==> config.mk <==
export PLATFORM = sky130hd
export DESIGN_NAME = ring_pos_tracker
export DESIGN_NICKNAME = d
export VERILOG_FILES = /design/src/rtl/ring_pkg.sv /design/src/rtl/ring_slot_decode.sv /design/src/rtl/ring_pos_tracker.sv
export SDC_FILE = /design/constraint.sdc
export NUM_CORES = 1
export LEC_CHECK = 0
export CAP_MARGIN = 5
export CELL_PAD_IN_SITES_DETAIL_PLACEMENT = 0
export CELL_PAD_IN_SITES_GLOBAL_PLACEMENT = 1
export CORE_MARGIN = 1.5
export CORE_UTILIZATION = 26
export CTS_CLUSTER_DIAMETER = 150
export CTS_CLUSTER_SIZE = 24
export DETAILED_ROUTE_END_ITERATION = 12
export PLACE_DENSITY_LB_ADDON = 0.1
export SYNTH_ARGS = -nofsm -noshare
export SYNTH_HDL_FRONTEND = slang
export SYNTH_HIERARCHICAL = 1
export SYNTH_SLANG_ARGS = --single-unit
==> constraint.sdc <==
create_clock -name clk -period 2.9 [get_ports clk]
set_input_delay 0.58 -clock clk [delete_from_list [all_inputs] [get_ports clk]]
set_output_delay 0.58 -clock clk [all_outputs]
set_load 0.01 [all_outputs]
==> src/rtl/ring_pkg.sv <==
// ring_pkg
// Shared definitions for the ring position tracker:
//   - state_t     : tracker FSM states (SYNC, TRACK, FAULT)
//   - ERR_*       : err_code values
//   - *_DEF       : default ring geometry (width, slot count, first slot bit, stride)
// Optional feature macro used by ring_pos_tracker: RING_REV_COUNT_EN.
package ring_pkg;

  typedef enum logic [1:0] {
    SYNC  = 2'd0,
    TRACK = 2'd1,
    FAULT = 2'd2
  } state_t;

  localparam logic [1:0] ERR_NONE    = 2'b00;
  localparam logic [1:0] ERR_ILLEGAL = 2'b01;
  localparam logic [1:0] ERR_STEP    = 2'b10;

  localparam int RING_W_DEF = 15;
  localparam int SLOTS_DEF  = 5;
  localparam int FIRST_DEF  = 1;
  localparam int STRIDE_DEF = 3;
  localparam int REV_W_DEF  = 8;

endpackage

==> src/rtl/ring_slot_decode.sv <==
// ring_slot_decode
// Purely combinational decode of a ring vector into {legal, index}.
// A pattern is legal when exactly one slot bit (bit FIRST+k*STRIDE) is set
// and every non-slot bit is clear; index is then that slot's k.
// Ports:
//   ring  [RING_W-1:0] in  : sampled ring vector
//   legal              out : pattern is a valid one-hot slot pattern
//   index [2:0]        out : slot number of the set slot bit (0 when none)
module ring_slot_decode
  import ring_pkg::*;
#(
  parameter int RING_W = RING_W_DEF,
  parameter int SLOTS  = SLOTS_DEF,
  parameter int FIRST  = FIRST_DEF,
  parameter int STRIDE = STRIDE_DEF
) (
  input  logic [RING_W-1:0] ring,
  output logic              legal,
  output logic [2:0]        index
);

  logic [RING_W-1:0] slot_mask;
  int                hits;

  always_comb begin
    slot_mask = '0;
    hits      = 0;
    index     = 3'd0;
    for (int k = 0; k < SLOTS; k++) begin
      slot_mask[FIRST + k*STRIDE] = 1'b1;
      if (ring[FIRST + k*STRIDE]) begin
        hits  = hits + 1;
        index = k[2:0];
      end
    end
    // Any stray bit outside the slot positions makes the pattern illegal.
    legal = (hits == 1) && ((ring & ~slot_mask) == '0);
  end

endmodule

==> src/rtl/ring_pos_tracker.sv <==
// ring_pos_tracker
// Tracks the position of a one-hot ring counter, flags illegal patterns and
// skipped/backward steps, and optionally counts completed revolutions.
// Optional feature macro: RING_REV_COUNT_EN (revolution counter; without it
// rev_cnt is constant zero and no counter flops exist).
// Ports:
//   clk                   in  : clock, rising edge
//   rst_n                 in  : synchronous active-low reset (highest priority)
//   en                    in  : sample qualifier; ring ignored when low
//   clr                   in  : synchronous clear of position/error/revolutions
//   ring      [RING_W-1:0] in : monitored ring vector
//   pos       [2:0]       out : registered slot index
//   pos_valid             out : high exactly while in TRACK
//   step                  out : one-cycle pulse on each legal one-slot advance
//   rev_cnt   [REV_W-1:0] out : saturating revolution count
//   err                   out : sticky fault flag
//   err_code  [1:0]       out : 00 none, 01 illegal pattern, 10 skip/backward
//   fsm_state             out : current FSM state, for observation
// All outputs are registered; they reflect the ring sampled on the previous edge.
module ring_pos_tracker
  import ring_pkg::*;
#(
  parameter int RING_W = RING_W_DEF,
  parameter int SLOTS  = SLOTS_DEF,
  parameter int FIRST  = FIRST_DEF,
  parameter int STRIDE = STRIDE_DEF,
  parameter int REV_W  = REV_W_DEF
) (
  input  logic              clk,
  input  logic              rst_n,
  input  logic              en,
  input  logic              clr,
  input  logic [RING_W-1:0] ring,
  output logic [2:0]        pos,
  output logic              pos_valid,
  output logic              step,
  output logic [REV_W-1:0]  rev_cnt,
  output logic              err,
  output logic [1:0]        err_code,
  output state_t            fsm_state
);

  localparam logic [2:0] LAST_SLOT = 3'(SLOTS - 1);

  logic       legal;
  logic [2:0] index;
  logic [2:0] next_pos;

  ring_slot_decode #(
    .RING_W (RING_W),
    .SLOTS  (SLOTS),
    .FIRST  (FIRST),
    .STRIDE (STRIDE)
  ) u_decode (
    .ring  (ring),
    .legal (legal),
    .index (index)
  );

  assign next_pos = (pos == LAST_SLOT) ? 3'd0 : pos + 3'd1;

  // Priority: reset, then clr, then an en-qualified sample.
  always_ff @(posedge clk) begin
    if (!rst_n || clr) begin
      fsm_state <= SYNC;
      pos       <= 3'd0;
      pos_valid <= 1'b0;
      step      <= 1'b0;
      err       <= 1'b0;
      err_code  <= ERR_NONE;
    end else begin
      step <= 1'b0;
      if (en) begin
        case (fsm_state)
          SYNC: begin
            // Illegal patterns are simply waited out while acquiring lock.
            if (legal) begin
              pos       <= index;
              pos_valid <= 1'b1;
              fsm_state <= TRACK;
            end
          end
          TRACK: begin
            if (!legal) begin
              fsm_state <= FAULT;
              pos_valid <= 1'b0;
              err       <= 1'b1;
              err_code  <= ERR_ILLEGAL;
            end else if (index == pos) begin
              // Ring has not moved; hold.
            end else if (index == next_pos) begin
              pos  <= index;
              step <= 1'b1;
            end else begin
              fsm_state <= FAULT;
              pos_valid <= 1'b0;
              err       <= 1'b1;
              err_code  <= ERR_STEP;
            end
          end
          FAULT: begin
            // Sticky until clr or reset.
          end
          default: begin
            fsm_state <= SYNC;
            pos_valid <= 1'b0;
          end
        endcase
      end
    end
  end

`ifdef RING_REV_COUNT_EN
  logic wrap;

  assign wrap = en && (fsm_state == TRACK) && legal &&
                (pos == LAST_SLOT) && (index == 3'd0);

  always_ff @(posedge clk) begin
    if (!rst_n || clr) begin
      rev_cnt <= '0;
    end else if (wrap && (rev_cnt != '1)) begin
      rev_cnt <= rev_cnt + 1'b1;
    end
  end
`else
  assign rev_cnt = '0;
`endif

endmodule

==> flow_metrics.env <==
export IMPL_syn_area_um2=848.3
export IMPL_required_ns=3.08
export IMPL_n_antenna_cell=0
export IMPL_globalRouteOverflowTotal=0
export IMPL_dr_wl_met3_um=80
export IMPL_ios=37
export IMPL_seq_area_frac_synth=0.2124
export IMPL_crit_fanout=4
export IMPL_core_area_mm2=0.003078
export IMPL_grt_setup_unrepaired="no"
export IMPL_syn_avg_cell_area_um2=8.079
export IMPL_final_cell_mix="clkdlybuf4s50_1, buf_4, nand2_1"
export IMPL_ys_warn_count=6
export IMPL_met2WireLength_mm=1.000
export IMPL_endpoint_kind="flip-flop"
export IMPL_start_kind="primary input"
export IMPL_criticalPathCategory="in2reg"
export IMPL_clock_sinks=9
export IMPL_dr_max_layer_used="met4"
export IMPL_synth_distinct_cells=36
export IMPL_design_area_mm2=0.001287
export IMPL_cts_clk_slew_worst_paths_ns=0.06
export IMPL_vias=835
export IMPL_cts_path_max_buffers=2
export IMPL_wirelength_mm=1.938
export IMPL_regArea_um2=180.2
export IMPL_ys_async_sr_fraction=0
export IMPL_drc=0
export IMPL_placementRows=20
export IMPL_drive_above_1_share=0.2621
export IMPL_synthFlopType="dfxtp_1"
export IMPL_hold_viol_final=0
export IMPL_skew_ns=0.001121
export IMPL_grt_pass1_wl_mm=3.139
export IMPL_drt_pass1_iterations=4
export IMPL_slew_viol_final=0
export IMPL_fin_util=0.4183
export IMPL_status="completed"
export IMPL_vias_per_cell=4.418
export IMPL_holdWs_ns=0.4533
export IMPL_fin_crit_ns=2.715
export IMPL_grtUsageTotal=0.1137
export IMPL_insertion_delay_ns=0.26
export IMPL_ys_ff_latch=9
export IMPL_rrSetupSlack_ns=0.98
export IMPL_drt_iter0_markers=24
export IMPL_floorplan_die_area_mm2=0.003614
export IMPL_wl_met1_um=821
export IMPL_n_fill_cell=331
export IMPL_grt_pass1_vias=791
export IMPL_setup_ws_ns=0.1849
export IMPL_synth_edff_count=0
export IMPL_max_freq_mhz=368.3
export IMPL_max_cap_violations=0
export IMPL_wl_per_cell_um=10.25
export IMPL_power_density_mw_per_mm2=261.0
export IMPL_initial_core_util=0.2756
export IMPL_finalSetupViolations=0
export IMPL_hold_class="reg2reg"
export IMPL_grt_antenna_before_repair=0
export IMPL_hpwl_mm=1.550
export IMPL_fin_nets=171
export IMPL_die_h_um=60.12
export IMPL_postRouteAntennaNets=0
export IMPL_cts_max_level=1
export IMPL_final_common_cell="clkdlybuf4s50_1"
export IMPL_place_area_mm2=0.001219
export IMPL_period_share=0.9362
export IMPL_tritoncts="done"
export IMPL_synth_cells=105
export IMPL_root_buffer="clkbuf_4"
export IMPL_synthToLayoutAreaGrowth_pct=51.77
export IMPL_cts_buffers=3
export IMPL_place_ws_ns=-0.5598
export IMPL_die_w_um=60.12
export IMPL_grt_start_max_net_pins=13
export IMPL_multi_input_area_um2=629.4
export IMPL_p_leak_nw=0.5575
export IMPL_arrival_ns=2.90
export IMPL_final_setup_tns_ns=0
export IMPL_port_buffers=28
export IMPL_ir_drop_mv=0.1053
export IMPL_routabilityCongestion=0.7500
## cell type report
class                      instances  area share
multi-input combinational         83      0.4888
timing repair buffer              41      0.2847
clock buffer                       4     0.02041
sequential                         9      0.1399
inverter                           8     0.02332
tap                               44     0.04276
## cells by family (layout without fill, tap and decap cells)
group	count (synthesis)	after routing	share of synthesized area
AOI/OAI and AO/OA	18	18	0.1814
xor gates and xnor gates	10	10	0.1121
muxes	3	3	0.03540
and+or+nand+nor	38	38	0.2316
other	1	8	0.004421
buffers and inverters	20	53	0.1342
DFF	9	9	0.2124
adders and majority gates	6	6	0.08849
## where the power goes
part | leakage [nW] | switching (mW) | total [mW] | internal, mW
Clock | 0.0150 | 0.0449 | 0.0980 | 0.0531
Combinational | 0.470 | 0.0527 | 0.114 | 0.0618
Sequential | 0.0724 | 0.00000632 | 0.124 | 0.124
## repair_timing
item / in CTS / in global routing
pin swaps: 3 / 6
gates resized for setup: 8 / 14
buffers inserted: 0 / 1
setup endpoints to repair: 9 / 9
hold buffers: 0 / 0
## metrics by stage
stage | power (mW) | std cells
after global placement | 0.2282 | 184
after CTS | 0.3300 | 188
after floorplan | 0.1908 | 112
after detailed placement | 0.2295 | 184
after global routing | 0.3521 | 189
final | 0.3361 | 189
## Yosys cell counts (3+ instances only)
library cell | instances | area [um2]
inv_1 | 8 | 30.03
dfxtp_1 | 9 | 180.2
nor2_1 | 7 | 26.28
o21ai_0 | 4 | 20.02
nand2_1 | 13 | 48.80
buf_4 | 10 | 75.07
a31oi_1 | 3 | 18.77
mux2i_1 | 3 | 30.03
xnor2_1 | 6 | 52.55
xor2_1 | 3 | 26.28
ha_1 | 6 | 75.07
nand2b_1 | 3 | 18.77
## worst paths after layout
path,cells past startpoint,from,to
worst max-delay path,15,ring[7],fsm_state[0]
worst min-delay path,1,err_code[1],err_code[1]
worst max register to register,7,pos[0],err
worst min register to register,1,err_code[1],err_code[1]
## critical path, stage by stage
cell,delay [ns]
dlygate4sd2_1,0.27
buf_4,0.15
xnor2_2,0.16
inv_1,0.06
ha_1,0.28
inv_2,0.04
a21oi_2,0.13
ha_2,0.18
nand2_2,0.06
xnor2_2,0.14
xnor2_1,0.15
and4_4,0.25
and3b_2,0.22
o21ai_1,0.06
a31oi_1,0.17
## flip-flops by register name, indices dropped and copies added (netlist names)
signal     flops
err_code       2
err            1
pos            3
step           1
fsm_state      2
## layer usage
layer | vias up | global-route usage
met3 | 5 | 0.006494
li1 | 418 | -
met5 | - | 0
met4 | 0 | 0.05714
met1 | 388 | 0.1287
met2 | 24 | 0.2112
No activity file was read; power rests on OpenSTA's default activity.
